==> config.mk <==
export PLATFORM = sky130hd
export DESIGN_NAME = stage_if
export DESIGN_NICKNAME = d
export VERILOG_FILES = /design/src/rtl/stage_if_pkg.sv /design/src/rtl/stage_if.sv
export SDC_FILE = /design/constraint.sdc
export NUM_CORES = 1
export LEC_CHECK = 0
export ABC_AREA = 0
export BUFFER_PORTS_ARGS = -buffer_cell sky130_fd_sc_hd__buf_4
export CORE_MARGIN = 4
export CORE_UTILIZATION = 30
export DETAILED_ROUTE_END_ITERATION = 12
export PLACE_DENSITY_LB_ADDON = 0.12
export SYNTH_ARGS = -nofsm -noshare
export SYNTH_HDL_FRONTEND = slang
export SYNTH_SLANG_ARGS = --single-unit
==> constraint.sdc <==
create_clock -name clk -period 4.75 [get_ports clk]
set_clock_uncertainty 0.1 [all_clocks]
set_input_delay 0.7125 -clock clk [delete_from_list [all_inputs] [get_ports clk]]
set_output_delay 0.7125 -clock clk [all_outputs]
set_load 0.01 [all_outputs]
==> src/rtl/stage_if_pkg.sv <==
// Shared types and constants for the instruction-fetch stage.
package stage_if_pkg;

  localparam int unsigned INST_ADDR_W = 32;
  localparam int unsigned INST_W      = 32;

  typedef logic [INST_ADDR_W-1:0] inst_addr_t;
  typedef logic [INST_W-1:0]      inst_t;

  localparam inst_t      ZERO_WORD        = '0;
  localparam inst_addr_t RESET_PC_DEFAULT = 32'h0000_0000;
  localparam logic       BRANCH_ENABLE    = 1'b1;

  typedef enum logic {
    IF_FETCH,
    IF_HOLD
  } if_state_e;

  function automatic inst_addr_t align_word(input inst_addr_t addr);
    return {addr[INST_ADDR_W-1:2], 2'b00};
  endfunction

endpackage

==> src/rtl/stage_if.sv <==
// Instruction fetch: assembles a 32-bit little-endian word from four byte
// reads through the shared memory arbiter and hands it to if_id.
module stage_if
  import stage_if_pkg::*;
#(
  parameter inst_addr_t RESET_PC = RESET_PC_DEFAULT
) (
  input  logic        clk,
  input  logic        rst,
  input  logic        rdy,
  input  logic        stall_i,
  input  logic        branch_enable_i,
  input  logic [31:0] branch_addr_i,
  input  logic        mem_grant_i,
  input  logic [7:0]  mem_byte_i,
  output logic        mem_req_o,
  output logic [31:0] mem_addr_o,
  output logic [31:0] pc_o,
  output logic [31:0] inst_o,
  output logic        inst_valid_o
);

  if_state_e  state;
  inst_addr_t pc;
  logic [2:0] issue_cnt;
  logic [2:0] recv_cnt;
  logic       pend;
  logic [7:0] lane0, lane1, lane2;

  logic granted;
  logic redirect;
  logic accept;

  assign mem_req_o  = !rst && rdy && (state == IF_FETCH) && (issue_cnt < 3'd4);
  assign mem_addr_o = pc + {29'b0, issue_cnt};
  assign granted    = mem_req_o && mem_grant_i;
  assign redirect   = (branch_enable_i == BRANCH_ENABLE) && !stall_i;
  assign accept     = inst_valid_o && !stall_i;

  always_ff @(posedge clk) begin
    if (rst) begin
      state        <= IF_FETCH;
      pc           <= RESET_PC;
      issue_cnt    <= '0;
      recv_cnt     <= '0;
      pend         <= 1'b0;
      lane0        <= '0;
      lane1        <= '0;
      lane2        <= '0;
      pc_o         <= '0;
      inst_o       <= ZERO_WORD;
      inst_valid_o <= 1'b0;
    end else if (rdy) begin
      if (redirect) begin
        // Clearing pend drops the byte still in flight from this cycle's grant.
        state        <= IF_FETCH;
        pc           <= align_word(branch_addr_i);
        issue_cnt    <= '0;
        recv_cnt     <= '0;
        pend         <= 1'b0;
        pc_o         <= '0;
        inst_o       <= ZERO_WORD;
        inst_valid_o <= 1'b0;
      end else begin
        case (state)
          IF_FETCH: begin
            pend <= granted;
            if (granted) issue_cnt <= issue_cnt + 3'd1;
            if (pend) begin
              recv_cnt <= recv_cnt + 3'd1;
              case (recv_cnt[1:0])
                2'd0: lane0 <= mem_byte_i;
                2'd1: lane1 <= mem_byte_i;
                2'd2: lane2 <= mem_byte_i;
                default: begin
                  // Byte 3 goes straight into the output word; no lane needed.
                  inst_o       <= {mem_byte_i, lane2, lane1, lane0};
                  pc_o         <= pc;
                  inst_valid_o <= 1'b1;
                  state        <= IF_HOLD;
                end
              endcase
            end
          end
          IF_HOLD: begin
            pend <= 1'b0;
            if (accept) begin
              pc           <= pc + 32'd4;
              issue_cnt    <= '0;
              recv_cnt     <= '0;
              inst_valid_o <= 1'b0;
              state        <= IF_FETCH;
            end
          end
          default: state <= IF_FETCH;
        endcase
      end
    end
  end

endmodule
# Word-level counts from Yosys, hierarchy flattened
# Index checks and enable logic that the tools add are counted.
# W data, S select, Z words.
dict set report totals {
  ff_bits 129
  inputBits 46
  output_inout_bits 98
  elab_cells 77
}
dict set report op_classes {
  add_sub_neg 4
  magnitude_cmp 1
  eq_ne 8
  n_mux 30
  n_bitwise 2
  reduce_logical 21
}
# op count
set ops {}
lappend ops {{$mux W32} 11}
lappend ops {{$add A32 B3 Y32} 1}
lappend ops {{$add A32 B3 Y32 const B} 1}
lappend ops {{$mux W3} 5}
lappend ops {{$reduce_and A5 Y1} 3}
lappend ops {{$pmux W3 S2} 2}
lappend ops {{$mux W1} 9}
lappend ops {{$ne A3 B3 Y1 const B} 3}
lappend ops {{$reduce_and A3 Y1} 3}
lappend ops {{$reduce_and A4 Y1} 2}
lappend ops {{$add A3 B1 Y3 const B} 2}
lappend ops {{$logic_and A1 B1 Y1} 6}
lappend ops {{$pmux W1 S2} 3}
lappend ops {{$reduce_bool A2 Y1} 3}
lappend ops {{$ne A2 B1 Y1 const B} 2}
lappend ops {{$lt A3 B3 Y1 const B} 1}
lappend ops {{$ne A3 B1 Y1 const B} 1}
lappend ops {{$reduce_or A3 Y1} 1}
lappend ops {{$eq A2 B1 Y1 const B} 1}
lappend ops {{$eq A2 B2 Y1 const B} 1}
lappend ops {{$logic_not A1 Y1} 2}
lappend ops {{$logic_not A2 Y1} 1}
lappend ops {{$not A1 Y1} 2}

# Longest topological paths before layout
dict set report logic_depth {
  depth_word 8
  mapped_depth 8
  mapped_depth_nobuf 5
}

# Least setup slack after synthesis
# No wires, ideal clock.
dict set report synth_path {
  kind {register -> output}
  from {reg pc[2]}
  to {out mem_addr_o[24]}
  arrival_ps 1737
  t_required_ps 3938
  path_slack_ps 2200
  stages_incl_launch_ff 6
  n_path_buf 0
  cell_sequence {dfxtp_1 ha_1 nand4_1 nor3_2 nand4_1 xnor2_1}
}
dict set report synth_between {
  elab_chain_cells 1
}
# item line_no
set synth_lines {}
lappend synth_lines {{from (decl)} stage_if.sv:24} ;# inst_addr_t pc;
lappend synth_lines {{from (signal assigned)} stage_if.sv:57} ;# pc <= align_word(branch_addr_i);
lappend synth_lines {{from (signal assigned)} stage_if.sv:88} ;# pc <= pc + 32'd4;
lappend synth_lines {{$add A32 B3 Y32} stage_if.sv:35} ;# assign mem_addr_o = pc + {29'b0, issue_cnt};
lappend synth_lines {{to (decl)} stage_if.sv:17} ;# output logic [31:0] mem_addr_o,
# No other way between the ends.

# Worst setup path after layout
dict set report layout_path {
  from {reg pc[2]}
  to {out mem_addr_o[30]}
}
# The elaborated chain is that of the path after synthesis.

==> flow_metrics.py <==
metrics = {
    "final_layout": {
        "ff_latch_area_sq_um": 2500,
        "n_fill_cell": 2212,
        "fin_area_sq_um": 7890,
        "final_common_cell": "buf_4",
        "antenna_cells": 0,
        "drive_gt1_share_pct": 23.6,
        "multi_input_area_sq_um": 3320,
        "final_nets": 905,
        "layout_common_cells": "buf_4 (149), dfxtp_1 (125), nand2_1 (94)",
        "fin_cells": 1135,
        "area_delta_synth_final_pct": 25.6,
    },
    "critical_path": {
        "reg2regPathDepth": 5,
        "crit_path_start_kind": "register",
        "cpMaxStageDelayCell": "nor3_2",
        "critPathArrivalTime_ns": 2.94,
        "cp.required_ns": 3.94,
        "crit_family": "simple AND/OR/NAND/NOR gates",
        "worstPathMaxFanout": 9,
        "worstReg2RegEnd": "pc[22]$_SDFFE_PP0P_",
        "critical_path_class": "reg -> out",
        "cp_cell_sequence": "ha_1, nand4_1, nor3_2, nand3_1, xnor2_1, buf_4",
        "max_stage_delay_ns": 0.76,
        "critPathBufInv": 1,
        "rrSetupSlack_ns": 2.29,
        "critPathCaptureType": "output pin",
        "rr_startpoint": "pc[3]$_SDFFE_PP0P_",
    },
    "sta": {
        "post-route-period-util_pct": 79.0,
        "grt_setup_unrepaired": "no",
        "hold_violations": 0,
        "layout_min_cycle_time_ns": 3.75,
        "max_freq_mhz": 266,
        "setup_tns_ns": 0,
        "setup_violations": 0,
        "relSlewSlack_pct": 36.7,
        "slew_violations": 0,
        "tightest_slew_ns": 0.941,
    },
    "yosys": {
        "synthesis.area_sq_um": 6280,
        "ys.flop_type": "dfxtp_1",
        "ys_ff_latch": 125,
        "ys_types": 74,
        "yosysSeqAreaShare_pct": 39.8,
        "synth.area.top_cells": "dfxtp_1 (40%), a21oi_1 (6.8%), nand3_1 (6.5%)",
        "synth_area_leader_cell": "dfxtp_1",
        "synth_edf_count": 0,
        "synth_nets": 812,
        "synthCells": 759,
        "yosysWarnings": 0,
        "syn_area_per_cell_sq_um": 8.27,
        "async_flop_share_pct": 0,
        "synth_top_area_share_pct": 39.8,
    },
    "global_routing": {
        "grt_pass1_vias": 5696,
        "grt_pass1_wl_mm": 33.6,
        "grt_overflow": 0,
        "track_usage_pct": 17.9,
        "antenna_found_initial": 0,
        "grt_max_degree": 76,
    },
    "cts": {
        "clk_latency_ns": 0.42,
        "cts_sinks": 125,
        "cts_resized": 0,
        "cts_setup_buffers": 0,
        "tritoncts": "done",
        "h-tree-depth": 4,
        "clk_pin_slew_ns": 0.06,
        "cts-root-buf": "clkbuf_16",
        "cts_hold_buffers": 0,
        "cts_buffers": 17,
        "cts_buffer_depth": 2,
    },
    "floorplan": {
        "row_count": 52,
        "core_sq_um": 20400,
        "fp.dieH_um": 153,
        "initial_utilization_pct": 30.7,
        "io_pins": 144,
        "die_area_sq_um": 23300,
        "die_x_um": 153,
    },
    "placed_design": {
        "dp_cells": 1103,
        "routabilityCongestion": 0.824,
        "place_area_sq_um": 7300,
        "dp_hpwl_mm": 14.4,
        "io_buffers": 141,
    },
    "power_and_ir_drop": {
        "internal_power_w": 0.00189,
        "powerDensity_nw_per_um2": 326,
        "switching_power_w": 0.000680,
        "leakage_nw": 3.09,
        "vdd_drop_max_uv": 244,
        "p_comb_share_pct": 7.3,
        "clkPwrFrac_pct": 50.4,
        "power_frac_seq_pct": 42.3,
        "swShare_pct": 26.5,
    },
    "min_path": {
        "min_from": "pc_o[17]$_SDFFE_PP0P_",
        "hp-class": "reg -> reg",
        "hold_depth": 2,
        "holdPathEnd": "pc_o[17]$_SDFFE_PP0P_",
    },
    "detailed_routing": {
        "via_count": 5835,
        "wirelength_mm": 20.9,
        "drt_iter0_markers": 334,
        "drc": 0,
        "wire_per_inst_um": 18.4,
        "drt_first_pass_iters": 5,
        "viasPerCell": 5.14,
        "ant_nets": 0,
    },
    "flow_run": {
        "maxCapViolCount": 0,
    },
    "run_status": {
        "status": "finished clean",
    },
}
[through the flow]
step                      util [%]  total power, W  worst slack (ns)  hold WS, ns
final                         38.6         0.00257             0.996        0.352
after global placement        35.7         0.00130              1.42        0.339
after global routing          38.6         0.00268             0.733        0.371
after CTS                     38.6         0.00261             0.931        0.356
after detailed placement      35.7         0.00130              1.39        0.346
after floorplan                  -         0.00121              2.20        0.348
[how the worst max path moves through the flow]
stage                             from              to  cells after the start
finish              pc[2]$_SDFFE_PP0P_  mem_addr_o[30]                      6
global route        pc[2]$_SDFFE_PP0P_  mem_addr_o[30]                      6
CTS                 pc[2]$_SDFFE_PP0P_  mem_addr_o[30]                      6
detailed placement  pc[2]$_SDFFE_PP0P_  mem_addr_o[30]                      6
global placement    pc[2]$_SDFFE_PP0P_  mem_addr_o[30]                      6
floorplan           pc[2]$_SDFFE_PP0P_  mem_addr_o[24]                      5
[cell families (layout without fill, tap and decap cells)]
family,Yosys count,count (layout),synth area share (%)
multiplexers,25,25,4.00
AND/OR/NAND/NOR,326,326,26.5
AO/OA/AOI/OAI,164,164,16.4
XOR/XNOR,30,30,4.18
adder cells (fa/ha/maj),7,7,1.39
buffers and inverters,82,188,7.69
flip-flops,125,125,39.8
[sequential cells by signal, summed over array words and instances (netlist names)]
signal	count
inst_o	32
inst_valid_o	1
issue_cnt	3
lane0	8
lane1	8
lane2	8
pc	30
pc_o	31
pend	1
recv_cnt	2
state	1
[layer usage]
layer / GRT usage [%] / up-vias / share of wire (%)
met5: 0 / - / 0
met4: 4.71 / 0 / 1.2
met3: 5.54 / 16 / 6.0
met2: 26.4 / 160 / 44
met1: 25.3 / 2759 / 49
li1: - / 2900 / -
[power groups by stage]
stage | sequential [W] | combinational, W | clock, W
after global routing | 0.00109 | 0.000207 | 0.00138
after CTS | 0.00109 | 0.000191 | 0.00133
after floorplan | 0.00110 | 0.000117 | 0
after global placement | 0.00111 | 0.000191 | 0
final | 0.00109 | 0.000188 | 0.00129
after detailed placement | 0.00111 | 0.000191 | 0
[area by class of cell]
cell class	instances	share of cell area, %
flip-flops and latches	125	31.7
well taps	270	4.28
repair buffers	149	14.2
multi-input cells	552	42.0
inverters	7	0.333
clock inverters	14	1.90
clock buffers	18	5.57
[cells in the mapped netlist (8+ instances only)]
master and n:
nor3_1 18, o21ai_0 13, clkbuf_1 26, nand3_1 82
a21oi_1 85, nor2_1 51, dfxtp_1 125, mux2i_1 24
buf_1 8, nor4_1 12, nand2_1 94, a311oi_1 8
a31oi_1 9, xnor2_1 24, clkbuf_8 8, buf_2 20
nand4_1 13
[worst min-delay path: cells and delay by family, from the launching register on]
kind	cells	cell delay [ns]
simple gates	1	0.05
flops	1	0.31
compound gates	1	0.05
No activity file was read; power rests on OpenSTA's default activity.
